## src/rtl/mc_control_fsm.sv

```systemverilog
// Multicycle RV32 control FSM with sticky memory-wait timeout.
// Define ILLEGAL_TRAP_EN to trap unrecognised opcodes in a TRAP state.
module mc_control_fsm #(
  parameter int unsigned MEM_TIMEOUT = 16
) (
  input  logic       clk,
  input  logic       reset_n,
  input  logic [6:0] op,
  input  logic       mem_ready,
  output logic       AdrSrc,
  output logic       IRWrite,
  output logic       PCUpdate,
  output logic       Branch,
  output logic [1:0] ALUSrcA,
  output logic [1:0] ALUSrcB,
  output logic [1:0] ALUOp,
  output logic [1:0] ResultSrc,
  output logic       RegWrite,
  output logic       MemWrite,
  output logic       instr_done,
  output logic       mem_timeout,
  output logic       illegal_instr
);

  localparam logic [6:0] OP_LW  = 7'b0000011;
  localparam logic [6:0] OP_SW  = 7'b0100011;
  localparam logic [6:0] OP_R   = 7'b0110011;
  localparam logic [6:0] OP_I   = 7'b0010011;
  localparam logic [6:0] OP_JAL = 7'b1101111;
  localparam logic [6:0] OP_BEQ = 7'b1100011;
  localparam logic [7:0] TMO    = 8'(MEM_TIMEOUT);

  typedef enum logic [3:0] {
    S_FETCH,
    S_DECODE,
    S_MEMADR,
    S_MEMREAD,
    S_MEMWB,
    S_MEMWRITE,
    S_EXECR,
    S_EXECI,
    S_ALUWB,
    S_JAL,
    S_BEQ
`ifdef ILLEGAL_TRAP_EN
    , S_TRAP
`endif
  } state_e;

  state_e     state_q, state_d;
  logic [7:0] wait_q, wait_d;
  logic       tmo_q;
  logic       waiting;

  assign waiting = !mem_ready &&
    (state_q == S_FETCH || state_q == S_MEMREAD);

  always_comb begin
    state_d = state_q;
    unique case (state_q)
      S_FETCH:   if (mem_ready) state_d = S_DECODE;
      S_DECODE: begin
        unique case (op)
          OP_LW, OP_SW: state_d = S_MEMADR;
          OP_R:         state_d = S_EXECR;
          OP_I:         state_d = S_EXECI;
          OP_JAL:       state_d = S_JAL;
          OP_BEQ:       state_d = S_BEQ;
`ifdef ILLEGAL_TRAP_EN
          default:      state_d = S_TRAP;
`else
          default:      state_d = S_FETCH;
`endif
        endcase
      end
      S_MEMADR: begin
        if (op == OP_LW)      state_d = S_MEMREAD;
        else if (op == OP_SW) state_d = S_MEMWRITE;
        else                  state_d = S_FETCH;
      end
      S_MEMREAD: if (mem_ready) state_d = S_MEMWB;
      S_MEMWB, S_MEMWRITE,
      S_ALUWB, S_BEQ:     state_d = S_FETCH;
      S_EXECR, S_EXECI,
      S_JAL:              state_d = S_ALUWB;
`ifdef ILLEGAL_TRAP_EN
      S_TRAP:             state_d = S_TRAP;
`endif
      default:            state_d = S_FETCH;
    endcase
  end

  // Saturating count of consecutive stalled memory cycles.
  always_comb begin
    wait_d = 8'd0;
    if (waiting)
      wait_d = (wait_q == 8'hFF) ? wait_q : wait_q + 8'd1;
  end

`ifdef ILLEGAL_TRAP_EN
  logic ill_q;
  assign illegal_instr = ill_q;
`else
  assign illegal_instr = 1'b0;
`endif

  always_ff @(posedge clk or negedge reset_n) begin
    if (!reset_n) begin
      state_q <= S_FETCH;
      wait_q  <= 8'd0;
      tmo_q   <= 1'b0;
`ifdef ILLEGAL_TRAP_EN
      ill_q   <= 1'b0;
`endif
    end else begin
      state_q <= state_d;
      wait_q  <= wait_d;
      if (wait_d >= TMO) tmo_q <= 1'b1;
`ifdef ILLEGAL_TRAP_EN
      if (state_d == S_TRAP) ill_q <= 1'b1;
`endif
    end
  end

  assign mem_timeout = tmo_q;

  // Fetch strobes are gated by reset_n so nothing writes while held.
  always_comb begin
    AdrSrc     = 1'b0;
    IRWrite    = 1'b0;
    PCUpdate   = 1'b0;
    Branch     = 1'b0;
    ALUSrcA    = 2'b00;
    ALUSrcB    = 2'b00;
    ALUOp      = 2'b00;
    ResultSrc  = 2'b00;
    RegWrite   = 1'b0;
    MemWrite   = 1'b0;
    instr_done = 1'b0;
    unique case (state_q)
      S_FETCH: begin
        IRWrite   = mem_ready & reset_n;
        PCUpdate  = mem_ready & reset_n;
        ALUSrcB   = 2'b10;
        ResultSrc = 2'b10;
      end
      S_DECODE: begin
        ALUSrcA = 2'b01;
        ALUSrcB = 2'b01;
      end
      S_MEMADR: begin
        ALUSrcA = 2'b10;
        ALUSrcB = 2'b01;
      end
      S_MEMREAD: AdrSrc = 1'b1;
      S_MEMWB: begin
        ResultSrc  = 2'b01;
        RegWrite   = 1'b1;
        instr_done = 1'b1;
      end
      S_MEMWRITE: begin
        AdrSrc     = 1'b1;
        MemWrite   = 1'b1;
        instr_done = 1'b1;
      end
      S_EXECR: begin
        ALUSrcA = 2'b10;
        ALUOp   = 2'b10;
      end
      S_EXECI: begin
        ALUSrcA = 2'b10;
        ALUSrcB = 2'b01;
        ALUOp   = 2'b10;
      end
      S_ALUWB: begin
        RegWrite   = 1'b1;
        instr_done = 1'b1;
      end
      S_JAL: begin
        ALUSrcA  = 2'b01;
        ALUSrcB  = 2'b10;
        PCUpdate = 1'b1;
      end
      S_BEQ: begin
        ALUSrcA    = 2'b10;
        ALUOp      = 2'b01;
        Branch     = 1'b1;
        instr_done = 1'b1;
      end
      default: ;
    endcase
  end

endmodule
```

## config.mk

```make
export PLATFORM = sky130hd
export DESIGN_NAME = mc_control_fsm
export DESIGN_NICKNAME = d
export VERILOG_FILES = /design/src/rtl/mc_control_fsm.sv
export SDC_FILE = /design/constraint.sdc
export NUM_CORES = 1
export LEC_CHECK = 0
export ABC_AREA = 1
export BUFFER_PORTS_ARGS = -buffer_cell sky130_fd_sc_hd__buf_2
export CAP_MARGIN = 20
export CORE_MARGIN = 10
export CORE_UTILIZATION = 55
export CTS_CLUSTER_DIAMETER = 80
export DETAILED_ROUTE_END_ITERATION = 10
export PLACE_DENSITY = 0.83
export SYNTH_ARGS = -nofsm -noshare
export SYNTH_HDL_FRONTEND = slang
export SYNTH_SLANG_ARGS = --single-unit
```

## constraint.sdc

```tcl
create_clock -name clk -period 3.01 [get_ports clk]
set_input_delay 0.602 -clock clk [delete_from_list [all_inputs] [get_ports clk]]
set_output_delay 0.602 -clock clk [all_outputs]
set_load 0.03 [all_outputs]
```

==> results.py, run 1 <==
metrics = {
    "synth": {
        "synth_top_family_by_area": "simple AND/OR/NAND/NOR gates",
        "ys.flop_type": "dfrtp_1",
        "yosys.area_share.adder_pct": 1.227,
        "synth_seq_cells": 13,
        "synthesis.nets": 161,
        "synth.largest_area_cell": "dfrtp_1",
        "synth_area_sq_mm": 0.001020,
        "ys_types": 27,
        "yosys-top-cells-area": "dfrtp_1, nand2_1, inv_1",
        "synthArstFlopShare_pct": 100.0,
        "yosysSeqAreaShare_pct": 31.90,
        "yosys.area_share.simple_pct": 43.19,
        "synth_compound_area_share_pct": 11.17,
        "synth_xor_area_share_pct": 0,
        "syn_area_per_cell_sq_um": 6.798,
        "syn_inst": 150,
        "yosysTopAreaCellShare_pct": 31.90,
        "synth_edf_count": 0,
        "ys_warn_count": 0,
        "muxShareOfSynthArea_pct": 0,
    },
    "sta": {
        "finalHoldViolCount": 0,
        "rsz0062_at_grt": "false",
        "timing.final.ws_setup_ns": 0.8278,
        "fmax_mhz": 458.3,
        "setup_tns_ns": 0,
        "min_period_ns": 2.182,
        "skew_ns": 0.002277,
        "final-max-slew-violation-count": 0,
        "fin_crit_sh_pct": 72.50,
        "finalSetupViolCount": 0,
    },
    "setup_path": {
        "startpoint_type": "flip-flop",
        "worstSetupPathType": "reg2out",
        "required_ns": 2.41,
        "cp.arrival_ns": 1.58,
        "crit_fanout": 5,
        "critPathLaunch": "state_q[2]$_DFFE_PN0P_",
        "endpoint_kind": "output port",
        "r2r_start": "wait_q[1]$_DFF_PN0_",
    },
    "cells_and_area": {
        "areaGrowthSynthToFinish_pct": 16.44,
        "layout_common_cells": "nand2_1, inv_1, buf_2",
        "diodes": 0,
        "num-nets-final": 189,
        "mostFrequentLayoutCell": "nand2_1",
        "drive_gt1_share_pct": 25.99,
    },
    "clock_tree": {
        "postCtsSetupBuffers": 0,
        "cts_hold_buf": 0,
        "clk_latency_ns": 0.27,
        "htreeDepth": 1,
        "clk_path_buf_depth": 2,
        "cts_tree": "done",
        "cts_root_buf": "clkbuf_4",
        "numCtsBuffers": 3,
        "cts-resized-gates": 0,
        "path_clk_slew_ns": 0.08,
        "numClockSinks": 13,
    },
    "floorplan": {
        "die_h_um": 63.06,
        "io_pins": 27,
        "dieArea_sq_mm": 0.003977,
        "start_util_pct": 58.42,
        "std_cell_rows": 15,
        "core-area_sq_mm": 0.001745,
        "fp.dieW_um": 63.06,
    },
    "pwr": {
        "power.leakage_uw": 0.0006976,
        "ir_drop_mv": 0.2602,
        "pwr_density_cell_mw_per_mm2": 501.6,
    },
    "global_route": {
        "grt.total_usage_pct": 12.02,
        "grt_pass1_wl_um": 4112,
        "antenna_found_initial": 0,
        "grt_pass1_vias": 974,
        "overflow": 0,
        "grt_max_degree": 15,
    },
    "route": {
        "wl_per_cell_um": 12.02,
        "route.vias.total": 1016,
        "drc_errors": 0,
        "wl_um": 2429,
        "drt_iter0_markers": 57,
        "vias_per_cell": 5.030,
        "ant_nets": 0,
        "dr.pass1.iters": 4,
    },
    "place": {
        "preCtsSetupSlack_ns": 1.038,
        "port_buffers": 25,
        "gp_congestion": 0.8329,
        "hpwlAfterDp_um": 1989,
    },
    "outcome": {
        "status": "complete, no violations",
    },
    "flow_run": {
        "drv_cap": 0,
    },
    "worst_hold_path": {
        "hold_path_class": "in2async",
    },
}
## cell families after synthesis
| kind of cell | Yosys count |
|---|---|
| buf+inv | 31 |
| flops | 13 |
| simple gates | 85 |
| fa+ha+maj | 1 |
| other cells | 1 |
| compound gates | 19 |
## where the power goes
part | switching [uW] | internal, uW
registers | 19.6 | 191
logic | 200 | 75.5
clock network | 58.3 | 51.3
## flip-flops by register name, summed over array words and instances (netlist names)
| name | cells |
|---|---|
| wait_q | 8 |
| mem_timeout | 1 |
| state_q | 4 |
## through the flow
| step | hold slack (ns) | util [%] | cells | area (sq um) | total power [uW] |
|---|---|---|---|---|---|
| 2_1_floorplan | 0.3064 | - | 150 | 1020 | 411.2 |
| 6_report | 0.2024 | 68.03 | 202 | 1187 | 595.5 |
| 5_1_grt | 0.2204 | 68.03 | 202 | 1187 | 625.5 |
| 3_3_place_gp | 0.4985 | 66.52 | 198 | 1161 | 478.0 |
| 4_1_cts | 0.2162 | 68.03 | 202 | 1187 | 594.3 |
| 3_5_place_dp | 0.5099 | 66.52 | 198 | 1161 | 489.1 |
## path summary, 6_finish.rpt
kind / to / slack, ns / cells after the start
max: ALUSrcB[0] / 0.83 / 6
min: state_q[2]$_DFFE_PN0P_ / 0.20 / 1
max reg2reg: mem_timeout$_DFFE_PN0P_ / 1.55 / 7
min reg2reg: wait_q[2]$_DFF_PN0_ / 0.55 / 2
max in group asynchronous: wait_q[7]$_DFF_PN0_ / 2.58 / 1
min in group clk: wait_q[2]$_DFF_PN0_ / 0.55 / 2
## cell type report
class                      count  area, sq um
fill                         152        558.0
sequential                    13        325.3
multi-input combinational    106        570.5
timing repair buffer          25        125.1
tap                           25        31.28
clock buffer                   4        26.28
inverter                      29        108.9
## critical path: stages (launching register included)
cell and delay [ns]:
dfrtp_1 0.45, nor2_4 0.18, inv_2 0.11, nor2_2 0.19, nor2_1 0.07, o21ai_0 0.08, buf_2 0.23
## Yosys cell counts, drive strengths merged, types with 2 or more instances
cell type and count:
dfrtp 13, o211ai 2, nand2 39, nor2 28
inv 29, o21ai 7, buf 2, a31oi 2
nand3b 2, o22ai 3, nand3 13, a21oi 3
## layer usage
layer / vias to the layer above / GRT usage [%] / wire, um
li1: 523 / - / -
met2: 26 / 22.21 / 1264
met4: 0 / 3.631 / 32
met5: - / 0 / 0
met1: 463 / 13.37 / 1039
met3: 4 / 2.297 / 92
No activity file was read; power rests on OpenSTA's default activity.
==> inputs of run 2 (changes only) <==
--- a/config.mk
+++ b/config.mk
@@ -5,14 +5,14 @@
 export SDC_FILE = /design/constraint.sdc
 export NUM_CORES = 1
 export LEC_CHECK = 0
-export ABC_AREA = 1
+export ABC_AREA = 0
 export BUFFER_PORTS_ARGS = -buffer_cell sky130_fd_sc_hd__buf_2
 export CAP_MARGIN = 20
 export CORE_MARGIN = 10
-export CORE_UTILIZATION = 55
+export CORE_UTILIZATION = 51
 export CTS_CLUSTER_DIAMETER = 80
 export DETAILED_ROUTE_END_ITERATION = 10
-export PLACE_DENSITY = 0.83
+export PLACE_DENSITY = 0.78
 export SYNTH_ARGS = -nofsm -noshare
 export SYNTH_HDL_FRONTEND = slang
 export SYNTH_SLANG_ARGS = --single-unit
==> constraint.sdc (replaced) <==
create_clock -name clk -period 2.1 [get_ports clk]
set_input_delay 0.42 -clock clk [delete_from_list [all_inputs] [get_ports clk]]
set_output_delay 0.42 -clock clk [all_outputs]
set_load 0.03 [all_outputs]
==> run 2 against run 1 <==
Sequential cell count did not move; clock skew rose by 0.010 ns; register-to-register slack got worse by 1.3 ns; utilization fell by 2.9 points; global-route usage fell by 0.65 points; die area rose by 2.5%; cell count fell by 14%; hold slack got worse by 0.12 ns; via count fell by 5.2%; sequential share of layout area rose by 0.73 points; largest cell class unchanged; highest routed layer is now met3.
==> results.py, run 2 <==
metrics = {
    "place": {
        "preCtsSetupSlack_ns": 0.2418,
        "port_buffers": 25,
        "gp_congestion": 0.8302,
        "hpwlAfterDp_um": 1854,
    },
    "cells_and_area": {
        "fillers": 164,
        "largest_reg_flops": 8,
        "num-nets-final": 161,
        "drive_gt1_share_pct": 26.85,
        "layout_common_cells": "buf_2, nor2_1, nor3_1",
        "multiInputGateArea_sq_um": 598.1,
        "diodes": 0,
        "ff_latch_area_sq_um": 326.6,
        "top_register": "wait_q",
        "areaGrowthSynthToFinish_pct": 18.37,
        "final_util_pct": 65.12,
        "mostFrequentLayoutCell": "buf_2",
    },
    "route": {
        "route.vias.total": 963,
        "drt_iter0_markers": 27,
        "wl_per_cell_um": 13.36,
        "dr.pass1.iters": 4,
        "vias_per_cell": 5.534,
        "wl_um": 2324,
        "ant_nets": 0,
        "drc_errors": 0,
    },
    "sta": {
        "skew_ns": 0.01269,
        "finalSetupViolCount": 0,
        "min_period_ns": 1.937,
        "setup_tns_ns": 0,
        "fin_crit_sh_pct": 92.22,
        "final-max-slew-violation-count": 0,
        "timing.final.ws_setup_ns": 0.1633,
        "fmax_mhz": 516.3,
        "rsz0062_at_grt": "false",
        "finalHoldViolCount": 0,
    },
    "outcome": {
        "status": "complete, no violations",
    },
    "synth": {
        "syn_inst": 125,
        "ys_types": 39,
        "ys.flop_type": "dfrtp_1",
        "synthesis.nets": 136,
        "yosys-top-cells-area": "dfrtp_1, nor3_1, nor2_1",
        "synth_area_sq_um": 980.9,
        "synth_seq_cells": 13,
        "synth_top_cells_by_count": "nor2_1, nor3_1, dfrtp_1",
        "ys_warn_count": 0,
        "yosysSeqAreaShare_pct": 33.16,
        "synth.largest_area_cell": "dfrtp_1",
        "yosysMostFrequentCell": "nor2_1",
        "synth_edf_count": 0,
        "synthArstFlopShare_pct": 100.0,
        "syn_area_per_cell_sq_um": 7.848,
        "yosysTopAreaCellShare_pct": 33.16,
    },
    "pwr": {
        "ir_drop_mv": 0.4629,
        "pwr_density_cell_mw_per_mm2": 782.2,
        "power.leakage_uw": 0.0005523,
    },
    "worst_hold_path": {
        "hold_path_class": "in2async",
    },
    "setup_path": {
        "cp_top_family": "flip-flops",
        "ff2ff_setup_slack_ns": 0.24,
        "crit_chain": "buf_4 -> nor4_2 -> buf_2",
        "endpoint_kind": "output port",
        "path_buf_inv": 2,
        "reg2reg_depth": 6,
        "crit_fanout": 12,
        "cp_slowest_cell": "dfrtp_1",
        "startpoint_type": "flip-flop",
        "slowest_delay_ns": 0.50,
        "crit_cells": 3,
        "required_ns": 1.68,
        "cp.arrival_ns": 1.52,
        "worstSetupPathType": "reg2out",
    },
    "clock_tree": {
        "clk_path_buf_depth": 2,
        "numCtsBuffers": 3,
        "postCtsSetupBuffers": 0,
        "cts_root_buf": "clkbuf_4",
        "cts_tree": "done",
        "path_clk_slew_ns": 0.09,
        "cts-resized-gates": 0,
        "cts_hold_buf": 0,
        "htreeDepth": 1,
        "numClockSinks": 13,
        "clk_latency_ns": 0.28,
    },
    "floorplan": {
        "io_pins": 27,
        "dieArea_sq_mm": 0.004077,
        "start_util_pct": 55.02,
        "fp.dieW_um": 63.86,
        "std_cell_rows": 15,
        "core-area_sq_mm": 0.001783,
        "die_h_um": 63.86,
    },
    "global_route": {
        "grt.total_usage_pct": 11.37,
        "overflow": 0,
        "grt_pass1_vias": 949,
        "antenna_found_initial": 0,
        "grt_pass1_wl_um": 3939,
        "grt_max_degree": 20,
    },
    "flow_run": {
        "drv_cap": 0,
    },
}
==> run 2: cell types whose count changed in the layout (fill, tap and decap cells not counted), sizes merged, moves of 4 or more <==
cell    delta
nand2     -34
nor3      +17
inv       -27
buf        +6
nand3      -9
xor2       +4
nand2b     +6
nor2       -9
==> run 2: layout make-up <==
class	count	share of cell area, %
multi-input cells	99	51.51
inverters	2	0.6466
flip-flops and latches	13	28.13
repair buffers	31	14.66
clock inverters	1	0.4310
well taps	25	2.694
clock buffers	3	1.940
==> run 2: kinds of logic after synthesis <==
| group | synth area share [%] |
|---|---|
| other | 0.3823 |
| muxes | 3.061 |
| buffers and inverters | 6.505 |
| adders and majority gates | 1.275 |
| and+or+nand+nor | 38.14 |
| AOI/OAI and AO/OA | 12.12 |
| xor gates and xnor gates | 5.357 |
| DFF | 33.16 |
==> run 2: report_power, final <==
group / internal [uW] / switching, uW / total [uW] / leakage [uW]
Combinational: 158 / 278 / 437 / 0.000362
Sequential: 274 / 45.7 / 320 / 0.000172
Clock: 70.6 / 81.3 / 152 / 0.0000177
Total: 503 / 405 / 908 / 0.000552
==> run 2: per-stage QoR <==
| stage | instances | total power, uW | hold slack [ns] | instance area [sq um] |
|---|---|---|---|---|
| after floorplan | 125 | 646.1 | 0.1244 | 987.2 |
| after global placement | 170 | 753.0 | 0.3877 | 1132 |
| after detailed placement | 170 | 763.2 | 0.3931 | 1132 |
| after CTS | 174 | 915.6 | 0.08510 | 1160 |
| after global routing | 174 | 984.1 | 0.08077 | 1161 |
| final | 174 | 908.3 | 0.07961 | 1161 |
==> run 2: path summary, 6_finish.rpt <==
kind,from,to
max in group asynchronous,reset_n,state_q[1]$_DFFE_PN0P_
min reg2reg,mem_timeout$_DFFE_PN0P_,mem_timeout$_DFFE_PN0P_
min in group clk,mem_timeout$_DFFE_PN0P_,mem_timeout$_DFFE_PN0P_
min,reset_n,wait_q[2]$_DFF_PN0_
max reg2reg,wait_q[0]$_DFF_PN0_,mem_timeout$_DFFE_PN0P_
max,state_q[0]$_DFFE_PN0P_,IRWrite
==> run 2: per-layer routing <==
| metal | global-route usage, % | vias to the layer above | wire length, um | part of all wire [%] |
|---|---|---|---|---|
| met5 | 0 | - | 0 | 0 |
| met4 | 0.8197 | 0 | 0 | 0 |
| met3 | 5.052 | 0 | 116 | 5.0 |
| met2 | 19.15 | 15 | 1137 | 49 |
| met1 | 13.50 | 451 | 1070 | 46 |
| li1 | - | 497 | - | - |
==> inputs of run 3 (changes only) <==
--- a/config.mk
+++ b/config.mk
@@ -13,6 +13,7 @@
 export CTS_CLUSTER_DIAMETER = 80
 export DETAILED_ROUTE_END_ITERATION = 10
 export PLACE_DENSITY = 0.78
+export RECOVER_POWER = 50
 export SYNTH_ARGS = -nofsm -noshare
 export SYNTH_HDL_FRONTEND = slang
 export SYNTH_SLANG_ARGS = --single-unit
==> run 3 against run 2 <==
Sequential share of layout area rose by 0.24 points; first-iteration DRC count is 3.7% lower; global-route usage unchanged; highest routed layer unchanged.
==> results.py, run 3 (synthesis results as in run 2) <==
metrics = {
    "cells_and_area": {
        "num-nets-final": 161,
        "fillers": 167,
        "ff_latch_area_sq_um": 326.6,
        "fin_cells": 174,
        "mostFrequentLayoutCell": "buf_2",
        "largest_reg_flops": 8,
        "drive_gt1_share_pct": 24.16,
        "top_register": "wait_q",
        "final_area_sq_mm": 0.001151,
        "areaGrowthSynthToFinish_pct": 17.35,
        "diodes": 0,
        "multiInputGateArea_sq_um": 598.1,
        "layout_common_cells": "buf_2, nor2_1, nor3_1",
    },
    "global_route": {
        "grt.total_usage_pct": 11.37,
        "grt_pass1_vias": 949,
        "use_met1_pct": 13.50,
        "overflow": 0,
        "grt_util_met2_pct": 19.15,
        "grt_pass1_wl_um": 3939,
        "grtUsageMet3_pct": 5.052,
        "antenna_found_initial": 0,
        "busiest_layer": "met2",
        "grt_max_degree": 20,
    },
    "setup_path": {
        "crit_chain": "buf_4 -> nor4_2 -> buf_2",
        "ff2ff_setup_slack_ns": 0.25,
        "startpoint_type": "flip-flop",
        "slowest_delay_ns": 0.50,
        "endpoint_kind": "output port",
        "cp.arrival_ns": 1.52,
        "worstSetupPathType": "reg2out",
        "crit_fanout": 12,
        "required_ns": 1.68,
        "reg2reg_depth": 6,
        "rr_endpoint": "mem_timeout$_DFFE_PN0P_",
        "r2r_start": "wait_q[0]$_DFF_PN0_",
        "cp_slowest_cell": "dfrtp_1",
    },
    "outcome": {
        "status": "complete, no violations",
    },
    "sta": {
        "finalSetupViolCount": 0,
        "skew_ns": 0.01205,
        "setup_tns_ns": 0,
        "timing.final.ws_setup_ns": 0.1650,
        "fmax_mhz": 516.8,
        "worst_pin_slew_ns": 0.6791,
        "min_period_ns": 1.935,
        "finalHoldViolCount": 0,
        "fin_crit_sh_pct": 92.14,
        "rsz0062_at_grt": "false",
        "final-max-slew-violation-count": 0,
        "relSlewSlack_pct": 54.73,
    },
    "pwr": {
        "total_power_uw": 900.5,
        "seqPwrFrac_pct": 35.5,
        "clkPwrFrac_pct": 16.7,
        "ir_drop_mv": 0.4439,
        "power.leakage_uw": 0.0005411,
        "p_comb_share_pct": 47.8,
        "intPower_uw": 496.9,
        "power_switching_uw": 403.6,
        "switching_share_pct": 44.82,
        "pwr_density_cell_mw_per_mm2": 782.3,
    },
    "route": {
        "route.vias.total": 966,
        "drt_iter0_markers": 26,
        "ant_nets": 0,
        "wl_um": 2305,
        "dr.pass1.iters": 4,
        "vias_per_cell": 5.552,
        "drc_errors": 0,
        "wl_per_cell_um": 13.25,
    },
    "clock_tree": {
        "cts_root_buf": "clkbuf_4",
        "htreeDepth": 1,
        "path_clk_slew_ns": 0.08,
        "clk_latency_ns": 0.28,
        "numClockSinks": 13,
        "clk_path_buf_depth": 2,
        "cts_tree": "done",
        "numCtsBuffers": 3,
    },
    "place": {
        "dpl.cell_count": 170,
        "preCtsSetupSlack_ns": 0.2418,
        "port_buffers": 25,
        "hpwlAfterDp_um": 1854,
        "place_area_sq_mm": 0.001132,
        "gp_congestion": 0.8302,
    },
    "floorplan": {
        "fp.dieW_um": 63.86,
        "start_util_pct": 55.02,
        "die_h_um": 63.86,
        "dieArea_sq_mm": 0.004077,
        "core-area_sq_mm": 0.001783,
        "std_cell_rows": 15,
        "io_pins": 27,
    },
    "flow_run": {
        "drv_cap": 0,
    },
    "worst_hold_path": {
        "hold_path_class": "in2async",
    },
}
## run 3: repair_timing
item | 4_1_cts | 5_1_grt
setup buffers | 0 | 0
endpoints found under the setup margin | 0 | 5
hold endpoints to repair | 0 | 0
hold buffers | 0 | 0
gates resized for setup | 0 | 1
## run 3: worst max-delay path, delay by kind of cell, from the launching register on
kind	cells	cell delay (ns)
and+or+nand+nor	1	0.27
buffers and inverters	2	0.47
DFF	1	0.50
## run 3: routing by layer
metal	vias up	wire (um)
met2	17	1114
met4	0	0
met3	0	130
met1	452	1059
met5	-	0
li1	497	-
## run 3: worst max path at each step
stage                                       from                 endpoint  slack [ns]  cells past startpoint
final                     state_q[0]$_DFFE_PN0P_                  IRWrite        0.16                      3
after global routing      state_q[0]$_DFFE_PN0P_               ALUSrcA[0]        0.05                      4
after CTS                 state_q[1]$_DFFE_PN0P_                   AdrSrc        0.08                      3
after detailed placement  state_q[1]$_DFFE_PN0P_  mem_timeout$_DFFE_PN0P_        0.24                      5
after global placement       wait_q[0]$_DFF_PN0_  mem_timeout$_DFFE_PN0P_        0.32                      6
after floorplan           state_q[1]$_DFFE_PN0P_                   AdrSrc        0.03                      4
## run 3: stage by stage
| step | hold slack [ns] | utilization [%] |
|---|---|---|
| global route | 0.3510 | 64.56 |
| floorplan | 0.1244 | - |
| global placement | 0.3877 | 63.51 |
| CTS | 0.08510 | 65.05 |
| detailed placement | 0.3931 | 63.51 |
| finish | 0.2862 | 64.56 |
## run 3: area by class of cell
cell class | count | share of cell area, %
Multi-Input combinational cell | 99 | 51.96
Sequential cell | 13 | 28.37
Timing Repair Buffer | 31 | 13.91
Tap cell | 25 | 2.717
Clock buffer | 3 | 1.957
Inverter | 2 | 0.6522
Clock inverter | 1 | 0.4348
## run 3: power by group through the flow
stage	combinational [uW]	clock, uW	sequential, uW
2_1_floorplan	348	0	298
3_3_place_gp	432	0	321
3_5_place_dp	440	0	324
4_1_cts	441	156	319
5_1_grt	474	175	329
6_report	430	150	320
